--- config.mk ---
export PLATFORM = sky130hd
export DESIGN_NAME = div32_iter
export DESIGN_NICKNAME = d
export VERILOG_FILES = /design/src/rtl/div32_iter.sv
export SDC_FILE = /design/constraint.sdc
export NUM_CORES = 1
export LEC_CHECK = 0
export BUFFER_PORTS_ARGS = -buffer_cell sky130_fd_sc_hd__clkbuf_2
export CAP_MARGIN = 15
export CORE_UTILIZATION = 61
export CTS_CLUSTER_SIZE = 40
export DETAILED_ROUTE_END_ITERATION = 10
export GPL_TIMING_DRIVEN = 0
export PLACE_DENSITY_LB_ADDON = 0.15
export SYNTH_ARGS = -nofsm -noshare
export SYNTH_HDL_FRONTEND = slang
export SYNTH_SLANG_ARGS = --single-unit
--- constraint.sdc ---
create_clock -name clk -period 9.9 [get_ports clk]
set_input_delay 1.98 -clock clk [delete_from_list [all_inputs] [get_ports clk]]
set_output_delay 1.98 -clock clk [all_outputs]
set_load 0.02 [all_outputs]
--- src/rtl/div32_iter.sv ---
`default_nettype none
// ============================================================================
// Module      : div32_iter
// Description : Iterative 32-bit signed/unsigned divider. Restoring
//               shift-subtract, one quotient bit per clock, MSB first,
//               33-bit partial remainder, 32 iteration cycles. Results are
//               registered and change only on entry to the DONE state.
//               A zero divisor bypasses iteration and flags div_zero.
// Revision    : 1.0 - initial release
// ============================================================================
module div32_iter (
  input  logic        clk,
  input  logic        rst,
  input  logic        start,
  input  logic        signed_op,
  input  logic [31:0] dividend,
  input  logic [31:0] divisor,
  output logic        busy,
  output logic        done,
  output logic [31:0] quotient,
  output logic [31:0] remainder,
  output logic        div_zero
);

  typedef enum logic [1:0] {
    S_IDLE = 2'd0,
    S_RUN  = 2'd1,
    S_DONE = 2'd2
  } state_t;

  localparam logic [4:0]  C_LAST_ITER = 5'd31;
  localparam logic [31:0] C_ALL_ONES  = 32'hFFFF_FFFF;

  state_t      state_q, state_d;
  logic [4:0]  cnt_q, cnt_d;          // iteration index 0..31
  logic [32:0] prem_q, prem_d;        // partial remainder
  logic [31:0] quo_q, quo_d;          // dividend bits shift out, quotient bits shift in
  logic [31:0] dvsr_q, dvsr_d;        // divisor magnitude
  logic        neg_quo_q, neg_quo_d;  // operand signs differ (signed only)
  logic        neg_rem_q, neg_rem_d;  // dividend was negative (signed only)
  logic        busy_q, busy_d;
  logic        done_q, done_d;
  logic        dz_q, dz_d;
  logic [31:0] quotient_q, quotient_d;
  logic [31:0] remainder_q, remainder_d;

  // Operand conditioning at acceptance.
  logic        w_accept;
  logic        w_a_neg;
  logic        w_b_neg;
  logic [31:0] w_a_mag;
  logic [31:0] w_b_mag;

  // One restoring step.
  logic [33:0] w_shift;
  logic [33:0] w_diff;
  logic        w_fits;
  logic [32:0] w_prem_nxt;
  logic [31:0] w_quo_nxt;
  logic [31:0] w_quo_fix;
  logic [31:0] w_rem_fix;

  // A new request is only honoured while not iterating.
  assign w_accept = start && (state_q != S_RUN);
  assign w_a_neg  = signed_op & dividend[31];
  assign w_b_neg  = signed_op & divisor[31];
  // Negating 32'h80000000 yields itself, which is the correct unsigned magnitude.
  assign w_a_mag  = w_a_neg ? (32'd0 - dividend) : dividend;
  assign w_b_mag  = w_b_neg ? (32'd0 - divisor)  : divisor;

  // Shift the next dividend bit into the partial remainder and trial-subtract.
  // The shifted value is below 2^33, so bit 33 of the difference is the borrow.
  assign w_shift    = {prem_q, quo_q[31]};
  assign w_diff     = w_shift - {2'b00, dvsr_q};
  assign w_fits     = ~w_diff[33];
  assign w_prem_nxt = w_fits ? w_diff[32:0] : w_shift[32:0];
  assign w_quo_nxt  = {quo_q[30:0], w_fits};

  // Truncate-toward-zero sign fix-up applied on the final iteration.
  assign w_quo_fix = neg_quo_q ? (32'd0 - w_quo_nxt)        : w_quo_nxt;
  assign w_rem_fix = neg_rem_q ? (32'd0 - w_prem_nxt[31:0]) : w_prem_nxt[31:0];

  // Next-state, datapath and result computation.
  always_comb begin
    state_d     = state_q;
    cnt_d       = cnt_q;
    prem_d      = prem_q;
    quo_d       = quo_q;
    dvsr_d      = dvsr_q;
    neg_quo_d   = neg_quo_q;
    neg_rem_d   = neg_rem_q;
    dz_d        = dz_q;
    quotient_d  = quotient_q;
    remainder_d = remainder_q;

    case (state_q)
      S_IDLE, S_DONE: begin
        if (w_accept) begin
          if (divisor == 32'd0) begin
            // No iteration needed: publish the fixed divide-by-zero result.
            state_d     = S_DONE;
            dz_d        = 1'b1;
            quotient_d  = C_ALL_ONES;
            remainder_d = dividend;
          end else begin
            state_d   = S_RUN;
            cnt_d     = 5'd0;
            prem_d    = 33'd0;
            quo_d     = w_a_mag;
            dvsr_d    = w_b_mag;
            neg_quo_d = w_a_neg ^ w_b_neg;
            neg_rem_d = w_a_neg;
          end
        end else begin
          state_d = S_IDLE;
        end
      end

      S_RUN: begin
        prem_d = w_prem_nxt;
        quo_d  = w_quo_nxt;
        cnt_d  = cnt_q + 5'd1;
        if (cnt_q == C_LAST_ITER) begin
          state_d     = S_DONE;
          dz_d        = 1'b0;
          quotient_d  = w_quo_fix;
          remainder_d = w_rem_fix;
        end
      end

      default: begin
        state_d = S_IDLE;
      end
    endcase

    busy_d = (state_d == S_RUN);
    done_d = (state_d == S_DONE);
  end

  // State and output registers; reset clears everything immediately.
  always_ff @(posedge clk or posedge rst) begin
    if (rst) begin
      state_q     <= S_IDLE;
      cnt_q       <= 5'd0;
      prem_q      <= 33'd0;
      quo_q       <= 32'd0;
      dvsr_q      <= 32'd0;
      neg_quo_q   <= 1'b0;
      neg_rem_q   <= 1'b0;
      busy_q      <= 1'b0;
      done_q      <= 1'b0;
      dz_q        <= 1'b0;
      quotient_q  <= 32'd0;
      remainder_q <= 32'd0;
    end else begin
      state_q     <= state_d;
      cnt_q       <= cnt_d;
      prem_q      <= prem_d;
      quo_q       <= quo_d;
      dvsr_q      <= dvsr_d;
      neg_quo_q   <= neg_quo_d;
      neg_rem_q   <= neg_rem_d;
      busy_q      <= busy_d;
      done_q      <= done_d;
      dz_q        <= dz_d;
      quotient_q  <= quotient_d;
      remainder_q <= remainder_d;
    end
  end

  assign busy      = busy_q;
  assign done      = done_q;
  assign div_zero  = dz_q;
  assign quotient  = quotient_q;
  assign remainder = remainder_q;

endmodule
`default_nettype wire

==> metrics.md <==
| Metric | Value |
|---|---|
| Synthesis Warnings | `0` |
| Overall die height | `between 100 and 150 microns` |
| XOR/XNOR share of the synthesized area | `10.13%` |
| Hold path depth | `2` |
| Vias in the first global route | `11,573` |
| Post-synth EDFFs | `0` |
| Main combinational cell family by area after synthesis | `compound AO/OA/AOI/OAI gates` |
| Initial Utilization | `63.22%` |
| Worst Setup End Kind | `flop` |
| Fmax | `~150 MHz` |
| Reg2Reg Depth | `17` |
| Row count | `50` |
| Slowest CP cell | `buf_1` |
| CTS root buf | `clkbuf_16` |
| Final Skew | `about 0.009 ns` |
| Worst setup path class | `flop to flop` |
| Total wire length | `38,300 microns` |
| Endpoints failing hold | `0` |
| Antenna Nets Post-Route | `0` |
| RSZ-0062 raised after global routing | `no` |
| Final Setup Violations | `0` |
| Fillers | `between 1,500 and 2,000` |
| Multiplexer share of the synthesized area | `around 2.3%` |
| Post-synthesis simple-gate area fraction | `19.33%` |
| Min-delay worst type | `flop to flop` |
| Post-CTS setup buffers | `0` |
| Placeable Area | `approximately 19,000 sq um` |
| Share of cells above drive strength 1 | `roughly an eighth` |
| Synthesized flop and latch total | `173` |
| Post-synth ARST share | `100.0%` |
| Crit-path cells | `ha_1, a21oi_1, o21ai_0, a221oi_1, nand2_1, a311oi_4, nor2_2, inv_2, clkbuf_1, buf_1, ha_1, nand2b_1, or3_1, nand2b_1, o41ai_1, xor2_1, a21oi_1` |
| Worst EP required | `10.22 ns` |
| P&R area growth vs syn | `13.33%` |
| Final setup margin | `3.396 ns` |
| Vias/cell | `between 6 and 7` |
| GP Congestion | `about 0.95` |
| Post-Synth Adder-Cell Area | `under 10%` |
| Die Area | `around 20,000 sq um` |
| CP startpoint kind | `flop` |
| Yosys cell types | `74` |
| Syn_area_per_cell | `a little over 8 sq um` |
| Minimum clock period | `6.504 ns` |
| Cts bufs inserted | `17` |
| Worst slew margin | `40.32%` |
| Clock-pin slew on the worst setup and hold paths | `0.07 ns` |
| Final period utilization | `65.70%` |
| Syn Inst Count | `1,488` |
| Count of pins over their slew limit | `0` |
| Worst R2R Setup Slack | `approximately 3.4 ns` |
| First-pass GRT wire length | `60,140 microns` |
| Multi-input gate area | `7158 sq um` |
| Worst r2r dst | `quotient[26]$_DFFE_PP0P_` |
| CTS tree | `built` |
| Overflow left after global routing | `0` |
| Status | `finished, final reports clean` |
| I/O Pins | `135` |
| Clk_lat worst skew | `between 0.4 and 0.5 ns` |
| Post-route cell area | `roughly 14,000 sq um` |
| Via count | `between 10,000 and 15,000` |
| Die Wd | `142.4 microns` |
| HPWL Detailed | `29,720 microns` |
| Max cap viols | `0` |
| Reg area | `4329 sq um` |
| # hold bufs at CTS | `0` |
| Worst slew pin tran | `around 0.90 ns` |
| CTS sink cnt | `approximately 170` |
| Final TNS setup | `0 ns` |
| Synthesized area | `around 12,000 sq um` |
| WL per Instance | `between 15 and 20 microns` |
| PortBufs | `134` |
| Post-CTS Resized | `0` |
| Pin count of the biggest net entering global routing | `99` |
| All-layer global routing usage | `approximately two fifths` |
| DRC | `0` |
| Reg-to-Reg Start | `prem_q[7]$_DFFE_PP0P_` |
| Crit path largest cell delay | `between 0.6 and 0.7 ns` |
| # H-tree levels | `4` |
| CP arrival | `between 6 and 7 ns` |
| Crit Path Max Fanout | `10` |
| DRT Pass-1 Iters | `7` |
| Setup WS pre-CTS | `~3.6 ns` |
| WHS Endpoint | `remainder[6]$_DFFE_PP0P_` |
| ANT cells | `0` |
| Hold Path Origin | `remainder[6]$_DFFE_PP0P_` |
| Final net count | `1,749` |
| Bufs on Longest Clock Path | `2` |
| Placed cell areas | `13,050 sq um` |
| DR iter-0 viols | `1,083` |
| Syn Nets | `around 1,600` |
| Initial antenna violation count | `0` |
| Sequential fraction of the synthesis area | `between 30% and 40%` |
| Top FF cell, synth | `dfrtp_1` |
| Area fraction in compound gates after synthesis | `23.68%` |
## cell families (layout without fill, tap and decap cells)
kind of cell | after synthesis | in the layout
buffers and inverters | 140 | 307
muxes | 27 | 27
DFF | 173 | 173
AOI/OAI and AO/OA | 472 | 472
adders and majority gates | 39 | 39
and+or+nand+nor | 498 | 498
xor gates and xnor gates | 139 | 139
## worst max-delay path by stage
stage | from | slack [ns] | cells past startpoint | endpoint
2_1_floorplan | rst | 3.23 | 1 | busy$_DFF_PP0_
3_3_place_gp | rst | 1.41 | 2 | dvsr_q[30]$_DFFE_PP0P_
3_5_place_dp | prem_q[7]$_DFFE_PP0P_ | 3.57 | 17 | quotient[26]$_DFFE_PP0P_
4_1_cts | prem_q[7]$_DFFE_PP0P_ | 3.55 | 17 | quotient[26]$_DFFE_PP0P_
5_1_grt | prem_q[7]$_DFFE_PP0P_ | 3.17 | 17 | quotient[26]$_DFFE_PP0P_
6_report | prem_q[7]$_DFFE_PP0P_ | 3.40 | 17 | quotient[26]$_DFFE_PP0P_
## critical path: cells and delay by family (launching register included)
family                   cells  cell delay (ns)
buffers and inverters        3             1.38
adder cells (fa/ha/maj)      2             0.73
AND/OR/NAND/NOR              5             1.37
flip-flops                   1             0.49
AO/OA/AOI/OAI                6             1.95
XOR/XNOR                     1             0.44
## layout by cell type (no fill, tap or decap), drive strengths merged, types with 14 or more instances in the layout
cell type	instances
inv	69
and3	17
clkbuf	218
nor2	136
a21oi	133
mux2i	23
nor3	31
or4	14
nand2	168
o21ai	179
o41ai	16
ha	38
buf	16
xor2	78
xnor2	61
o31ai	26
or3	15
dfrtp	173
a31oi	22
nand3	48
## cells in the mapped netlist, types with 4 or more instances
cell / number / area share (%)
buf_2: 5 / 0.21
a21oi_1: 133 / 5.5
a211oi_1: 10 / 0.62
o31ai_1: 25 / 1.6
or2_2: 5 / 0.26
dfrtp_1: 173 / 36
a31oi_1: 22 / 1.1
xnor2_1: 61 / 4.4
a21o_1: 10 / 0.62
a31o_2: 4 / 0.29
nand3_1: 48 / 2.0
nor2_1: 135 / 4.2
nor2b_1: 7 / 0.36
clkbuf_1: 66 / 2.1
inv_1: 58 / 1.8
o41ai_1: 16 / 1.2
mux2_2: 4 / 0.37
o211ai_1: 7 / 0.44
o21ai_0: 175 / 7.3
or3_1: 15 / 0.78
o22a_1: 10 / 0.73
mux2i_1: 23 / 1.9
buf_1: 9 / 0.28
xor2_1: 78 / 5.7
and3_1: 17 / 0.88
nor3_1: 30 / 1.2
nand2b_1: 13 / 0.68
a22oi_1: 4 / 0.25
ha_1: 38 / 4.0
nor4_1: 11 / 0.57
and2_1: 6 / 0.31
o22ai_1: 10 / 0.52
o31a_1: 4 / 0.29
nand4_1: 11 / 0.57
or4_1: 12 / 0.75
nand2_1: 168 / 5.2
## per-stage QoR
stage	cells	util (%)	hold WS, ns
6_report	1915	71.64	0.4790
5_1_grt	1915	71.64	0.4994
4_1_cts	1915	71.64	0.4865
3_5_place_dp	1883	68.64	0.4701
3_3_place_gp	1882	68.45	0.4637
2_1_floorplan	1488	-	0.4501
## sequential cells by signal, summed over array words and instances (netlist names)
name       count
done           1
busy           1
remainder     32
prem_q        33
neg_quo_q      1
dvsr_q        32
quo_q         32
quotient      32
state_q        2
neg_rem_q      1
div_zero       1
cnt_q          5
## metal layers
layer	up-vias	part of all wire, %	GRT usage [%]
li1	5643	-	-
met1	5674	39	46.93
met2	627	48	66.49
met3	124	7.1	4.812
met4	0	5.5	24.11
met5	-	0	0
## final cells by class
type	instances	share of cell area, %
multi-input cells	1175	52.53
inverters	59	1.680
clock buffers	18	3.150
well taps	260	2.388
repair buffers	135	5.124
plain buffers	81	2.305
clock inverters	14	1.047
flip-flops and latches	173	31.77
Power is left out: the tool's default activity adds up to more than one toggle a clock period on the data nets, which glitch-free logic cannot reach.
